`src/rtl/cmd_frame_pkg.sv`:
```
// Shared definitions for the command framer: opcodes, command encoding,
// frame/response lengths, FSM state encoding and the frame byte selector.
package cmd_frame_pkg;

  typedef enum logic [1:0] {
    CT_RF_WR   = 2'd0,
    CT_RF_RD   = 2'd1,
    CT_ALU_OP  = 2'd2,
    CT_ALU_NOP = 2'd3
  } cmd_type_e;

  localparam logic [7:0] OP_RF_WR   = 8'hAA;
  localparam logic [7:0] OP_RF_RD   = 8'hBB;
  localparam logic [7:0] OP_ALU_OP  = 8'hCC;
  localparam logic [7:0] OP_ALU_NOP = 8'hDD;

  localparam logic [2:0] FLEN_RF_WR   = 3'd3;
  localparam logic [2:0] FLEN_RF_RD   = 3'd2;
  localparam logic [2:0] FLEN_ALU_OP  = 3'd4;
  localparam logic [2:0] FLEN_ALU_NOP = 3'd2;

  localparam logic [1:0] RLEN_RF_WR   = 2'd0;
  localparam logic [1:0] RLEN_RF_RD   = 2'd1;
  localparam logic [1:0] RLEN_ALU_OP  = 2'd2;
  localparam logic [1:0] RLEN_ALU_NOP = 2'd2;

  localparam logic [2:0] ST_IDLE     = 3'd0;
  localparam logic [2:0] ST_SEND     = 3'd1;
  localparam logic [2:0] ST_ACK_H    = 3'd2;
  localparam logic [2:0] ST_ACK_L    = 3'd3;
  localparam logic [2:0] ST_WAIT_RSP = 3'd4;
  localparam logic [2:0] ST_DONE     = 3'd5;

  typedef struct packed {
    cmd_type_e  typ;
    logic [3:0] addr;
    logic [7:0] data;
    logic [7:0] opa;
    logic [7:0] opb;
    logic [3:0] fun;
  } cmd_t;

  function automatic logic [2:0] frame_len(input cmd_type_e t);
    case (t)
      CT_RF_WR:  return FLEN_RF_WR;
      CT_RF_RD:  return FLEN_RF_RD;
      CT_ALU_OP: return FLEN_ALU_OP;
      default:   return FLEN_ALU_NOP;
    endcase
  endfunction

  function automatic logic [1:0] rsp_len(input cmd_type_e t);
    case (t)
      CT_RF_WR:  return RLEN_RF_WR;
      CT_RF_RD:  return RLEN_RF_RD;
      CT_ALU_OP: return RLEN_ALU_OP;
      default:   return RLEN_ALU_NOP;
    endcase
  endfunction

  function automatic logic [7:0] frame_byte(input cmd_t c, input logic [1:0] idx);
    case (c.typ)
      CT_RF_WR:
        case (idx)
          2'd0:    return OP_RF_WR;
          2'd1:    return {4'h0, c.addr};
          default: return c.data;
        endcase
      CT_RF_RD:  return (idx == 2'd0) ? OP_RF_RD : {4'h0, c.addr};
      CT_ALU_OP:
        case (idx)
          2'd0:    return OP_ALU_OP;
          2'd1:    return c.opa;
          2'd2:    return c.opb;
          default: return {4'h0, c.fun};
        endcase
      default:   return (idx == 2'd0) ? OP_ALU_NOP : {4'h0, c.fun};
    endcase
  endfunction

endpackage

```
`src/rtl/rsp_timeout_cnt.sv`:
```
// Response timer: counts enabled cycles up to TIMEOUT_CYC and then flags expiry
// until cleared.
module rsp_timeout_cnt #(
  parameter int unsigned TIMEOUT_CYC = 4096
) (
  input  logic CLK,
  input  logic RST,
  input  logic i_clear,
  input  logic i_enable,
  output logic o_expire
);

  localparam int unsigned CW = $clog2(TIMEOUT_CYC + 1);

  logic [CW-1:0] r_cnt;

  assign o_expire = (r_cnt == CW'(TIMEOUT_CYC));

  // Saturates at expiry so the flag stays up until the owner clears it.
  always_ff @(posedge CLK or negedge RST) begin
    if (!RST)                       r_cnt <= '0;
    else if (i_clear)               r_cnt <= '0;
    else if (i_enable && !o_expire) r_cnt <= r_cnt + CW'(1);
  end

endmodule

```
`src/rtl/cmd_frame_tx.sv`:
```
// Command framer: serialises RF/ALU commands to a UART TX byte stream and
// collects the response bytes. Optional response timeout under RSP_TIMEOUT_EN.
module cmd_frame_tx
  import cmd_frame_pkg::*;
#(
  parameter int unsigned TIMEOUT_CYC = 4096
) (
  input  logic        CLK,
  input  logic        RST,
  input  logic        CMD_VLD,
  output logic        CMD_RDY,
  input  logic [1:0]  CMD_TYPE,
  input  logic [3:0]  CMD_ADDR,
  input  logic [7:0]  CMD_DATA,
  input  logic [7:0]  CMD_OPA,
  input  logic [7:0]  CMD_OPB,
  input  logic [3:0]  CMD_FUN,
  output logic [7:0]  TX_P_DATA,
  output logic        TX_D_VLD,
  input  logic        TX_BUSY,
  input  logic [7:0]  RX_P_DATA,
  input  logic        RX_D_VLD,
  output logic [15:0] RSP_DATA,
  output logic        RSP_VLD,
  output logic        RSP_ERR,
  output logic        BUSY
);

  if (TIMEOUT_CYC < 1) begin : g_bad_cfg
    $error("TIMEOUT_CYC must be at least 1");
  end

  logic [2:0]  r_state;
  cmd_t        r_cmd;
  logic [1:0]  r_idx;
  logic [1:0]  r_rx_cnt;
  logic [7:0]  r_tx_data;
  logic [15:0] r_rsp_data;

  cmd_t w_cmd_in;
  logic w_in_wait;
  logic w_rx_take;
  logic w_rx_last;
  logic w_tmo;

  assign w_cmd_in = '{typ: cmd_type_e'(CMD_TYPE), addr: CMD_ADDR, data: CMD_DATA,
                      opa: CMD_OPA, opb: CMD_OPB, fun: CMD_FUN};
  assign w_in_wait = (r_state == ST_WAIT_RSP);
  assign w_rx_take = w_in_wait & RX_D_VLD;
  assign w_rx_last = w_rx_take & ((r_rx_cnt + 2'd1) == rsp_len(r_cmd.typ));

`ifdef RSP_TIMEOUT_EN
  logic w_tmo_clr;
  logic w_expire;

  // Restart on every received byte so the budget is per byte, not per response.
  assign w_tmo_clr = ~w_in_wait | RX_D_VLD;

  rsp_timeout_cnt #(.TIMEOUT_CYC(TIMEOUT_CYC)) u_tmo (
    .CLK      (CLK),
    .RST      (RST),
    .i_clear  (w_tmo_clr),
    .i_enable (w_in_wait),
    .o_expire (w_expire)
  );

  assign w_tmo = w_in_wait & w_expire & ~RX_D_VLD;
`else
  assign w_tmo = 1'b0;
`endif

  always_ff @(posedge CLK or negedge RST) begin
    if (!RST) begin
      r_state    <= ST_IDLE;
      r_cmd      <= '0;
      r_idx      <= '0;
      r_rx_cnt   <= '0;
      r_tx_data  <= '0;
      r_rsp_data <= '0;
    end else begin
      case (r_state)
        ST_IDLE:
          if (CMD_VLD) begin
            r_cmd      <= w_cmd_in;
            r_idx      <= '0;
            r_rx_cnt   <= '0;
            r_rsp_data <= '0;
            r_tx_data  <= frame_byte(w_cmd_in, 2'd0);
            r_state    <= ST_SEND;
          end
        ST_SEND:  if (!TX_BUSY) r_state <= ST_ACK_H;
        ST_ACK_H: if (TX_BUSY)  r_state <= ST_ACK_L;
        ST_ACK_L:
          if (!TX_BUSY) begin
            if ({1'b0, r_idx} < (frame_len(r_cmd.typ) - 3'd1)) begin
              r_idx     <= r_idx + 2'd1;
              r_tx_data <= frame_byte(r_cmd, r_idx + 2'd1);
              r_state   <= ST_SEND;
            end else begin
              r_state <= (rsp_len(r_cmd.typ) == 2'd0) ? ST_DONE : ST_WAIT_RSP;
            end
          end
        ST_WAIT_RSP:
          if (w_rx_take) begin
            if (r_rx_cnt == 2'd0) r_rsp_data[7:0]  <= RX_P_DATA;
            else                  r_rsp_data[15:8] <= RX_P_DATA;
            r_rx_cnt <= r_rx_cnt + 2'd1;
            if (w_rx_last) r_state <= ST_DONE;
          end else if (w_tmo) begin
            r_state <= ST_IDLE;
          end
        ST_DONE:  r_state <= ST_IDLE;
        default:  r_state <= ST_IDLE;
      endcase
    end
  end

  assign CMD_RDY   = (r_state == ST_IDLE);
  assign BUSY      = (r_state != ST_IDLE);
  assign TX_D_VLD  = (r_state == ST_SEND);
  assign TX_P_DATA = r_tx_data;
  assign RSP_DATA  = r_rsp_data;
  assign RSP_VLD   = (r_state == ST_DONE);
  assign RSP_ERR   = w_tmo;

endmodule

```
`config.mk`:
```
export PLATFORM = sky130hd
export DESIGN_NAME = cmd_frame_tx
export DESIGN_NICKNAME = d
export VERILOG_FILES = /design/src/rtl/cmd_frame_pkg.sv /design/src/rtl/rsp_timeout_cnt.sv /design/src/rtl/cmd_frame_tx.sv
export SDC_FILE = /design/constraint.sdc
export NUM_CORES = 1
export LEC_CHECK = 0
export ABC_AREA = 1
export CORE_MARGIN = 8
export CORE_UTILIZATION = 30
export CTS_CLUSTER_DIAMETER = 40
export DETAILED_ROUTE_END_ITERATION = 6
export DONT_BUFFER_PORTS = 1
export SYNTH_ARGS = -nofsm -noshare
export SYNTH_HDL_FRONTEND = slang
export SYNTH_HIERARCHICAL = 1
export SYNTH_SLANG_ARGS = --single-unit
```
`constraint.sdc`:
```
create_clock -name CLK -period 2.25 [get_ports CLK]
set_clock_uncertainty 0.05 [all_clocks]
set_input_delay 0.45 -clock CLK [delete_from_list [all_inputs] [get_ports CLK]]
set_output_delay 0.45 -clock CLK [all_outputs]
set_load 0.005 [all_outputs]
```
# == Word-level counts from Yosys, hierarchy flattened ==
# Index checks and enable logic that the tools add are counted.
# Widths: inputs -> output; s select.
# word_totals
reg_bits,65
input_bits,47
output_inout_bits,29
wordCells,91
# op_classes
add_sub_neg,3
n_lt_le_gt_ge,1
eq_ne,21
n_mux,37
bitwise,2
n_reduce_logical,15
# op_table
operator,count
$mux 8,7
$pmux 8 s3,2
$mux 16,2
$pmux 16 s2,1
$pmux 8 s2,2
$mux 3,9
$pmux 7 s3,1
$pmux 3 s5,1
$mux 2,7
$ne 2x2->1 const B,6
$pmux 2 s2,3
$reduce_and 4->1,3
$logic_not 2->1,5
$eq 2x1->1 const B,3
$eq 2x2->1 const B,3
$eq 3x2->1 const B,2
$eq 3x3->1 const B,2
$ne 2x1->1 const B,3
$pmux 3 s2,1
$reduce_and 6->1,1
$add 2x1->2 const B,2
$reduce_bool 2->1,2
$eq 3x1->1 const B,1
$logic_not 3->1,1
other kinds (8),9

# == Longest topological paths before layout ==
# Gate-level depths: netlist of run 1.
# depth
word_depth,14
depth_mapped,11
depth_no_buf,11

# == Worst setup path before layout of run 1 ==
# Ideal clock, no wire load.
# synth_path
kind,register to register
start,register r_cmd[32] (netlist name)
end,register r_idx[0]
setup_time_ns,0.126
arrival_time_ns,1.488
required_ns,2.074
slack_ns,0.586
path_stages_with_launch,11
path_buffers,3
period_less_slack_ns,1.664
cell_sequence,dfrtp_1 -> clkbuf_1 -> clkbuf_1 -> ha_1 -> nand2_1 -> nand2_1 -> nand2_1 -> nand3_2 -> buf_4 -> nand2_1 -> o21ai_0
# synth_via
elab_chain_len,8
elab_cells_between_ends,9
cone_classes,add/sub: 1; order compare: 1; eq/ne: 2; mux: 3; reduce/logical: 2
# synth_lines
element,line,text
from (decl),cmd_frame_tx.sv:34,cmd_t r_cmd;
from (signal assigned),cmd_frame_tx.sv:84,r_cmd <= w_cmd_in;
$eq 2x2->1 or $logic_not 2->1 (tied branches),cmd_frame_pkg.sv:44,case (t)
$pmux 3 s2 (*),cmd_frame_pkg.sv:44,
$mux 3 (*),cmd_frame_tx.sv:94,if (!TX_BUSY) begin
$mux 3 (*),cmd_frame_tx.sv:81,case (r_state)
$sub 3x1->3 (*),cmd_frame_tx.sv:95,"if ({1'b0, r_idx} < (frame_len(r_cmd.typ) - 3'd1)) begin"
$lt 2x3->1 (*),cmd_frame_tx.sv:95,
$ne 2x2->1 (no line) (*),--,
$reduce_and 4->1 (no line) (*),--,
to (signal assigned),cmd_frame_tx.sv:96,r_idx <= r_idx + 2'd1;
to (decl),cmd_frame_tx.sv:35,logic [1:0] r_idx;
# Every way passes the cells marked *; elsewhere a longest branch is shown, timed or not. The select of a mux whose other input is x is not followed.
# A chain may end at the register's enable or synchronous reset.

# == Worst setup path in the final report of run 1 ==
# layout_path
start,register r_state[0]
end,output TX_D_VLD
# layout_via
elab_chain_len,1
# layout_lines
element,line,text
from (decl),cmd_frame_tx.sv:33,logic [2:0] r_state;
from (signal assigned),cmd_frame_tx.sv:100,r_state <= (rsp_len(r_cmd.typ) == 2'd0) ? ST_DONE : ST_WAIT_RSP;
$eq 3x1->1,cmd_frame_tx.sv:120,assign TX_D_VLD = (r_state == ST_SEND);
to (decl),cmd_frame_tx.sv:19,"output logic TX_D_VLD,"
# No other way between the ends.

==> results.yml, run 1 <==
grt:
  grt_pass1_wl_um: 14500
  grt_overflow: 0
  grt_max_degree: 66
  track_usage_pct: 12.3
  antenna_found_initial: 0
  first_global_vias: 2736
synth:
  avgSynthCellArea_um2: 7.43
  synth_cell_types: 31
  synthesis.nets: 523
  synth_top_area_share_pct: 46.6
  synth_ff_type: "dfrtp_1"
  yosys_warnings: 6
  seq_area_frac_synth_pct: 46.6
  synth_area_leaders: "dfrtp_1 (47%), nand2_1 (21%), inv_1 (5.8%), o21ai_0 (4.0%), nand3_1 (3.9%)"
  yosysMostFrequentCell: "nand2_1"
  ys_top_cells_by_count: "nand2_1 (195), dfrtp_1 (65), inv_1 (54)"
  yosysTopAreaCell: "dfrtp_1"
  synth_edf_count: 0
  ys_ff_latch: 65
  async_flop_share_pct: 100
  syn_area_um2: 3490
  postSynthCellCount: 470
worst_setup_path:
  reg2reg_depth: 8
  cp.required_ps: 1750
  startpoint: "r_state[0]"
  reg2reg_slack_ps: 400
  r2r_end: "TX_P_DATA[5]"
  end_kind: "primary output"
  cp_max_fo: 7
  cp.arrival_ps: 1350
  worstSetupPathType: "flop to primary output"
  critPathLaunchType: "flop"
  reg2reg_from: "r_cmd[32]"
  endpoint: "TX_D_VLD"
final_layout:
  num_antenna_cells: 0
  fin_util_pct: 35.0
  nets: 523
  drive_gt1_share_pct: 10.1
  multiInputGateArea_um2: 1530
  nFillCells: 1199
  area_growth_syn_to_layout_pct: 13.9
  seq_area_um2: 1630
pwr:
  ir_drop_v: 0.000458
  power_density_nw_per_um2: 1440
  design_power_total_uw: 5710
  leakagePower_uw: 0.00205
timing:
  fmax_ghz: 0.540
  worstMarginPinSlew_ps: 510
  hold_violations: 0
  maxSlewHeadroom_pct: 65.9
  period_share_pct: 82.3
  rsz0062_at_grt: "false"
  final-setup-viol-count: 0
  final.setup.tns_ps: 0
  finalCriticalPeriod_ps: 1850
  slew_viol_final: 0
worst_hold_path:
  holdCritPathClass: "primary input to flop"
outcome:
  outcome: "completed"
floorplan:
  core_um2: 11400
  rows: 39
  die_x_um: 124
  start_util_pct: 30.7
  design.die.area_um2: 15300
  die_y_um: 124
  io-pin-count: 76
flow_run:
  maxCapViolCount: 0
clocking:
  clockBufferDepth: 2
  cts-resized-gates: 0
  insertion_delay_ps: 330
  cts-htree-levels: 3
  cts_tree: "done"
  root_buffer: "clkbuf_16"
  cts_buffers: 9
  clock_sinks: 65
  path_clk_slew_ps: 50
place:
  port_buffers: 0
  globalplace.congestion: 0.920
  dp_hpwl_um: 6830
detailed_routing:
  wirelength_um: 9100
  ant_nets: 0
  vias_per_cell: 4.65
  wl_per_cell_um: 14.7
  first_pass_iters: 5
  vias: 2873
  drt_iter0_drc: 190
  drc: 0
[worst min path at each step]
stage                     startpoint           to  slack, ps  cells after the start
final                     CMD_OPB[3]     r_cmd[7]        180                      2
after floorplan                  RST  RSP_DATA[0]        100                      0
after CTS                 CMD_OPB[3]     r_cmd[7]        170                      2
after global placement           RST    r_cmd[23]        110                      0
after detailed placement         RST    r_cmd[23]        110                      0
after global routing      CMD_OPA[5]    r_cmd[17]        170                      2
[registers in the layout (all words and copies together) (netlist names)]
signal,cells
r_state,3
RSP_DATA,16
r_idx,2
TX_P_DATA,8
r_cmd,34
r_rx_cnt,2
[worst max-delay path, cell delays in order (launching register included)]
cell,delay [ps]
dfrtp_1,490
inv_1,170
nor3_1,360
[report_power, final]
group,switching (uW),leakage (uW),total [uW],internal (uW)
clock network,502,0.000172,1610,1110
logic,1380,0.00104,2080,702
registers,404,0.000835,2020,1610
[per-stage QoR]
stage | instances | setup slack, ps | hold WS (ps) | area (um2)
finish | 618 | 398 | 177 | 3980
floorplan | 470 | 586 | 104 | 3490
global placement | 600 | 416 | 106 | 3590
CTS | 618 | 396 | 169 | 3980
global route | 618 | 270 | 168 | 3980
detailed placement | 600 | 429 | 106 | 3590
[layer usage]
layer  GRT usage, %  vias to the layer above  wire length, um
met3           3.94                       10              723
met5              0                        -                0
met4           4.59                        0              148
met2           17.2                      101             4040
met1           17.1                     1318             4190
li1               -                     1444                -
[cell families (layout without fill, tap and decap cells)]
group           count (synthesis)  count (layout)  share of synthesized area (%)
other cells                     1               1                          0.107
buf+inv                        75              80                           9.64
simple gates                  277             277                           33.3
compound gates                 46              46                           8.24
flops                          65              65                           46.6
fa+ha+maj                       6               6                           2.15
[layout by cell type (no fill, tap or decap), drive strengths merged]
cell / synthesis / layout
nand3b: 1 / 1
o21a: 1 / 1
nand3: 28 / 28
a22oi: 1 / 1
dlygate4sd3: 0 / 1
nor3: 2 / 2
nand4: 7 / 7
clkinv: 1 / 4
ha: 6 / 6
a21boi: 1 / 1
o21bai: 1 / 1
bufinv: 0 / 3
a21oi: 4 / 4
o21ai: 38 / 38
nor2: 35 / 35
dfrtp: 65 / 65
conb: 1 / 1
and2: 1 / 1
buf: 9 / 4
inv: 58 / 58
clkbuf: 7 / 10
nand2: 202 / 202
or2: 1 / 1
[final cells by class]
cell class              count  share of cell area, %
multi-input cells         330                   38.4
repair buffers              5                   1.83
flip-flops and latches     65                   40.9
well taps                 143                   4.50
inverters                  59                   5.70
clock inverters             6                   2.64
clock buffers              10                   6.01
[timing repair]
action                                  in CTS  in global routing
hold buffers                                 2                  0
endpoints found under the hold margin       65                  0
buffers inserted                             0                  0
endpoints found under the setup margin       0                  0
Power figures use the tool's default switching activity.
==> run 2, diff against run 1 <==
==> constraint.sdc (replaced) <==
create_clock -name CLK -period 1.9 [get_ports CLK]
set_clock_uncertainty 0.05 [all_clocks]
set_input_delay 0.38 -clock CLK [delete_from_list [all_inputs] [get_ports CLK]]
set_output_delay 0.38 -clock CLK [all_outputs]
set_load 0.005 [all_outputs]
==> run 2 against run 1 <==
Compared with the run above: sequential cell count stayed put; final cell count is 0.32% higher; the flow now finishes with violations (negative hold slack); combinational power is 23% higher; largest cell class unchanged; largest power group unchanged.
==> results.yml, run 2 (synthesis gave the netlist of run 1 again) <==
grt:
  grt_max_degree: 66
  use_met3_pct: 4.44
  grt_pass1_wl_um: 14800
  grt_util_met2_pct: 19.1
  first_global_vias: 2894
  grt_most_used_layer: "met2"
  gr-usage-met1_pct: 15.8
  grt_overflow: 0
  track_usage_pct: 12.5
  antenna_found_initial: 0
detailed_routing:
  vias_per_cell: 4.68
  ant_nets: 0
  drc: 0
  wl_per_cell_um: 14.9
  vias: 2899
  wirelength_um: 9220
  drt_iter0_drc: 159
  first_pass_iters: 5
place:
  dp_hpwl_um: 6940
  globalplace.congestion: 0.890
  port_buffers: 0
floorplan:
  io-pin-count: 76
  die_y_um: 124
  rows: 39
  die_x_um: 124
  core_um2: 11400
  start_util_pct: 30.7
  design.die.area_um2: 15300
final_layout:
  nets: 527
  top_register: "r_cmd"
  area_growth_syn_to_layout_pct: 13.6
  largest_register_ffs: 34
  most-common-layout-cells: "nand2_1 (195), dfrtp_1 (65), inv_1 (53)"
  drive_gt1_share_pct: 10.9
  layout_commonest_cell: "nand2_1"
  num_antenna_cells: 0
  fin_util_pct: 34.9
pwr:
  power_density_nw_per_um2: 1690
  ir_drop_v: 0.000530
  switching_share_pct: 40.2
  pwr-share-comb_pct: 38.2
  p_clk_share_pct: 26.5
  seq_power_share_pct: 35.3
  leakagePower_uw: 0.00205
  intPower_uw: 4020
  p_sw_uw: 2690
timing:
  finalCriticalPeriod_ps: 1770
  hold_slack_ps: -305
  fmax_ghz: 0.566
  final.setup.tns_ps: 0
  hold_violations: 65
  rsz0062_at_grt: "false"
  slew_viol_final: 0
  final-setup-viol-count: 0
  period_share_pct: 93.0
worst_setup_path:
  critical_path_buf_inv_count: 1
  worstSetupPathType: "flop to flop"
  critPathLaunchType: "flop"
  cp_max_fo: 16
  reg2reg_depth: 6
  max_stage_delay_ps: 460
  reg2reg_from: "r_state[1]"
  worstPathCellList: "nor2_4 -> nand2_2 -> clkinv_4 -> nand2_4 -> a22oi_4 -> o21ai_0"
  startpoint: "r_state[1]"
  end_kind: "flop"
  cp.required_ps: 2030
  cp.arrival_ps: 1900
  slowest_stage: "dfrtp_1"
  cp_top_family: "compound AO/OA/AOI/OAI gates"
  critical_path_depth: 6
clocking:
  cts-htree-levels: 3
  clock_sinks: 65
  cts_buffers: 9
  clockBufferDepth: 2
  path_clk_slew_ps: 50
  cts_tree: "done"
  insertion_delay_ps: 330
  root_buffer: "clkbuf_16"
  cts_setup_buffers: 0
worst_hold_path:
  holdCritPathClass: "primary input to async pin"
outcome:
  violations: "negative hold slack"
  outcome: "finished, violations left"
flow_run:
  maxCapViolCount: 0
run 2: worst paths after layout:
check	to	slack (ps)
max in group asynchronous	RSP_DATA[5]	1990
min in group CLK	r_cmd[23]	110
worst max register to register	RSP_DATA[5]	130
worst min register to register	r_cmd[14]	430
worst max-delay path	RSP_DATA[5]	130
worst min-delay path	r_cmd[23]	-310
run 2: stage by stage:
stage | cells | power, uW | hold slack, ps | instance area [um2] | setup slack, ps
global placement | 606 | 4910 | 37.3 | 3640 | 79.3
global route | 620 | 7280 | -321 | 3970 | 19.6
CTS | 620 | 6750 | -318 | 3960 | 52.0
detailed placement | 606 | 4930 | 36.6 | 3640 | 70.2
floorplan | 470 | 4220 | 34.4 | 3490 | 236
finish | 620 | 6710 | -305 | 3970 | 134
run 2: layer usage:
metal / share of wire [%] / vias up
met1: 44 / 1351
met4: 1.8 / 0
met3: 7.9 / 13
li1: - / 1450
met5: 0 / -
met2: 47 / 85
run 2: power by group through the flow:
stage	registers [uW]	clock network, uW	logic [uW]
after floorplan	2200	0	2020
after global placement	2380	0	2520
after detailed placement	2390	0	2540
after CTS	2370	1820	2560
after global routing	2430	1880	2960
final	2370	1780	2560
run 2: worst register-to-register path, cell delays in order, from the launching register on:
cell      delay, ps
dfrtp_1         460
nor2_4          190
nand2_2         200
clkinv_4        140
nand2_4          60
a22oi_4         360
o21ai_0         150
run 2: what timing repair did:
item                                    in CTS  in global routing
hold endpoints to repair                    65                 65
resized for setup                            0                  2
endpoints found under the setup margin       0                  5
run 2: final cells by class:
class                      count  area (um2)
clock buffer                  11         253
clock inverter                 3        65.1
fill                        1197        7400
inverter                      59         226
multi-input combinational    330        1540
sequential                    65        1630
tap                          143         179
timing repair buffer           9        80.1
==> run 3, diff against run 2 <==
--- a/config.mk
+++ b/config.mk
@@ -10,7 +10,6 @@
 export CORE_UTILIZATION = 30
 export CTS_CLUSTER_DIAMETER = 40
 export DETAILED_ROUTE_END_ITERATION = 6
-export DONT_BUFFER_PORTS = 1
 export SYNTH_ARGS = -nofsm -noshare
 export SYNTH_HDL_FRONTEND = slang
 export SYNTH_HIERARCHICAL = 1
==> run 3 against run 2 <==
Compared with the run above: the run now ends clean; power grew 6.1%; global-route usage shrank 0.079 points; largest cell class unchanged; die area is the same; critical path depth shrank 1; critical path type is now flop to primary output; worst hold slack gained 310 ps; via count grew 8.6%; critical endpoint is now BUSY; first-iteration DRC count grew 46%; final area grew 20%; highest routed layer unchanged.
==> results.yml, run 3 (synthesis gave the netlist of run 1 again) <==
outcome:
  outcome: "completed"
timing:
  period_share_pct: 94.7
  rsz0062_at_grt: "false"
  slew_viol_final: 0
  final.setup.tns_ps: 0
  hold_violations: 0
  maxSlewHeadroom_pct: 66.2
  worstMarginPinSlew_ps: 507
  hold_slack_ps: 0.0194
  final-setup-viol-count: 0
  fmax_ghz: 0.556
  finalCriticalPeriod_ps: 1800
final_layout:
  layout_commonest_cell: "nand2_1"
  drive_gt1_share_pct: 12.5
  top_register: "r_cmd"
  nets: 610
  largest_register_ffs: 34
  most-common-layout-cells: "nand2_1 (195), clkdlybuf4s50_1 (69), dfrtp_1 (62)"
  layoutNonFillerInstCount: 705
  num_antenna_cells: 0
  area_growth_syn_to_layout_pct: 36.6
  nFillCells: 1159
  fin_util_pct: 41.9
clocking:
  insertion_delay_ps: 330
  clock_sinks: 65
  path_clk_slew_ps: 60
  root_buffer: "clkbuf_16"
  clockBufferDepth: 2
  cts-htree-levels: 3
  cts_tree: "done"
  ctsHoldBuffers: 0
  cts_buffers: 9
detailed_routing:
  wirelength_um: 9170
  drt_iter0_drc: 232
  ant_nets: 0
  wl_per_cell_um: 13.0
  first_pass_iters: 4
  vias: 3147
  vias_per_cell: 4.46
  drc: 0
worst_setup_path:
  critPathLaunchType: "flop"
  reg2reg_from: "r_idx[0]"
  reg2reg_depth: 9
  worstSetupPathType: "flop to primary output"
  end_kind: "primary output"
  r2r_end: "TX_P_DATA[2]"
  reg2reg_slack_ps: 160
  startpoint: "r_state[1]"
  cp.required_ps: 1470
  endpoint: "BUSY"
  cp_max_fo: 3
  cp.arrival_ps: 1370
floorplan:
  rows: 39
  design.die.area_um2: 15300
  die_y_um: 124
  core_um2: 11400
  die_x_um: 124
  io-pin-count: 76
  start_util_pct: 30.7
grt:
  track_usage_pct: 12.4
  antenna_found_initial: 0
  grt_max_degree: 40
  grt_pass1_wl_um: 15100
  first_global_vias: 3141
  grt_overflow: 0
pwr:
  design_power_total_uw: 7120
  leakagePower_uw: 0.00238
  power_density_nw_per_um2: 1490
  ir_drop_v: 0.000548
place:
  placedCellCount: 686
  dp_hpwl_um: 7120
  globalplace.congestion: 0.896
  port_buffers: 74
flow_run:
  maxCapViolCount: 0
worst_hold_path:
  holdCritPathClass: "primary input to async pin"
## run 3: changes by cell type in the layout (fill, tap and decap cells not counted), sizes merged
cell	delta
dlygate4sd2	+3
clkbuf	-2
clkdlybuf4s50	+69
buf	+10
clkdlybuf4s15	+1
clkinvlp	+1
clkinv	+3
## run 3: worst max-delay path, cell delays in order, from the launching register on
cell and delay [ps]:
dfrtp_1 430, nor2_4 140, inv_2 50, nor2_4 150, inv_2 60, clkdlybuf4s15_1 210
## run 3: report_power, final
| part | total [uW] | internal, uW | switching, uW |
|---|---|---|---|
| registers | 2260 | 1910 | 343 |
| clock network | 1750 | 1150 | 607 |
| logic | 3110 | 1290 | 1820 |
| total | 7120 | 4350 | 2770 |
## run 3: what timing repair did
item                       CTS  global route
setup endpoints to repair    4             5
pin swaps                    1             2
setup buffers                1             2
gates resized for setup      7             5
## run 3: per-stage QoR
stage               setup WS, ps  instance area (um2)
floorplan                    236                 3490
global placement            64.2                 4420
detailed placement          14.9                 4420
CTS                         24.8                 4750
global route                5.26                 4770
finish                      99.9                 4770
## run 3: final cells by class
class | count | area (um2) | share of cell area (%)
clock buffer | 9 | 225 | 4.72
tap | 143 | 179 | 3.75
inverter | 59 | 226 | 4.75
sequential | 65 | 1630 | 34.2
clock inverter | 7 | 95.1 | 1.99
multi-input combinational | 330 | 1530 | 32.1
timing repair buffer | 92 | 880 | 18.4
## run 3: worst min path at each step
stage | from | endpoint | slack, ps
2_1_floorplan | RST | RSP_DATA[0] | 30
3_3_place_gp | RST | r_cmd[23] | 360
3_5_place_dp | RST | r_cmd[14] | 370
4_1_cts | RST | r_cmd[14] | 20
5_1_grt | RST | r_cmd[14] | 30
6_report | RST | r_cmd[14] | 0.02
## run 3: per-layer routing
metal	share of wire, %	vias to the layer above	GRT usage (%)
met4	1.2	0	5.42
li1	-	1623	-
met5	0	-	0
met1	47	1437	16.6
met3	5.8	8	2.22
met2	46	79	19.3
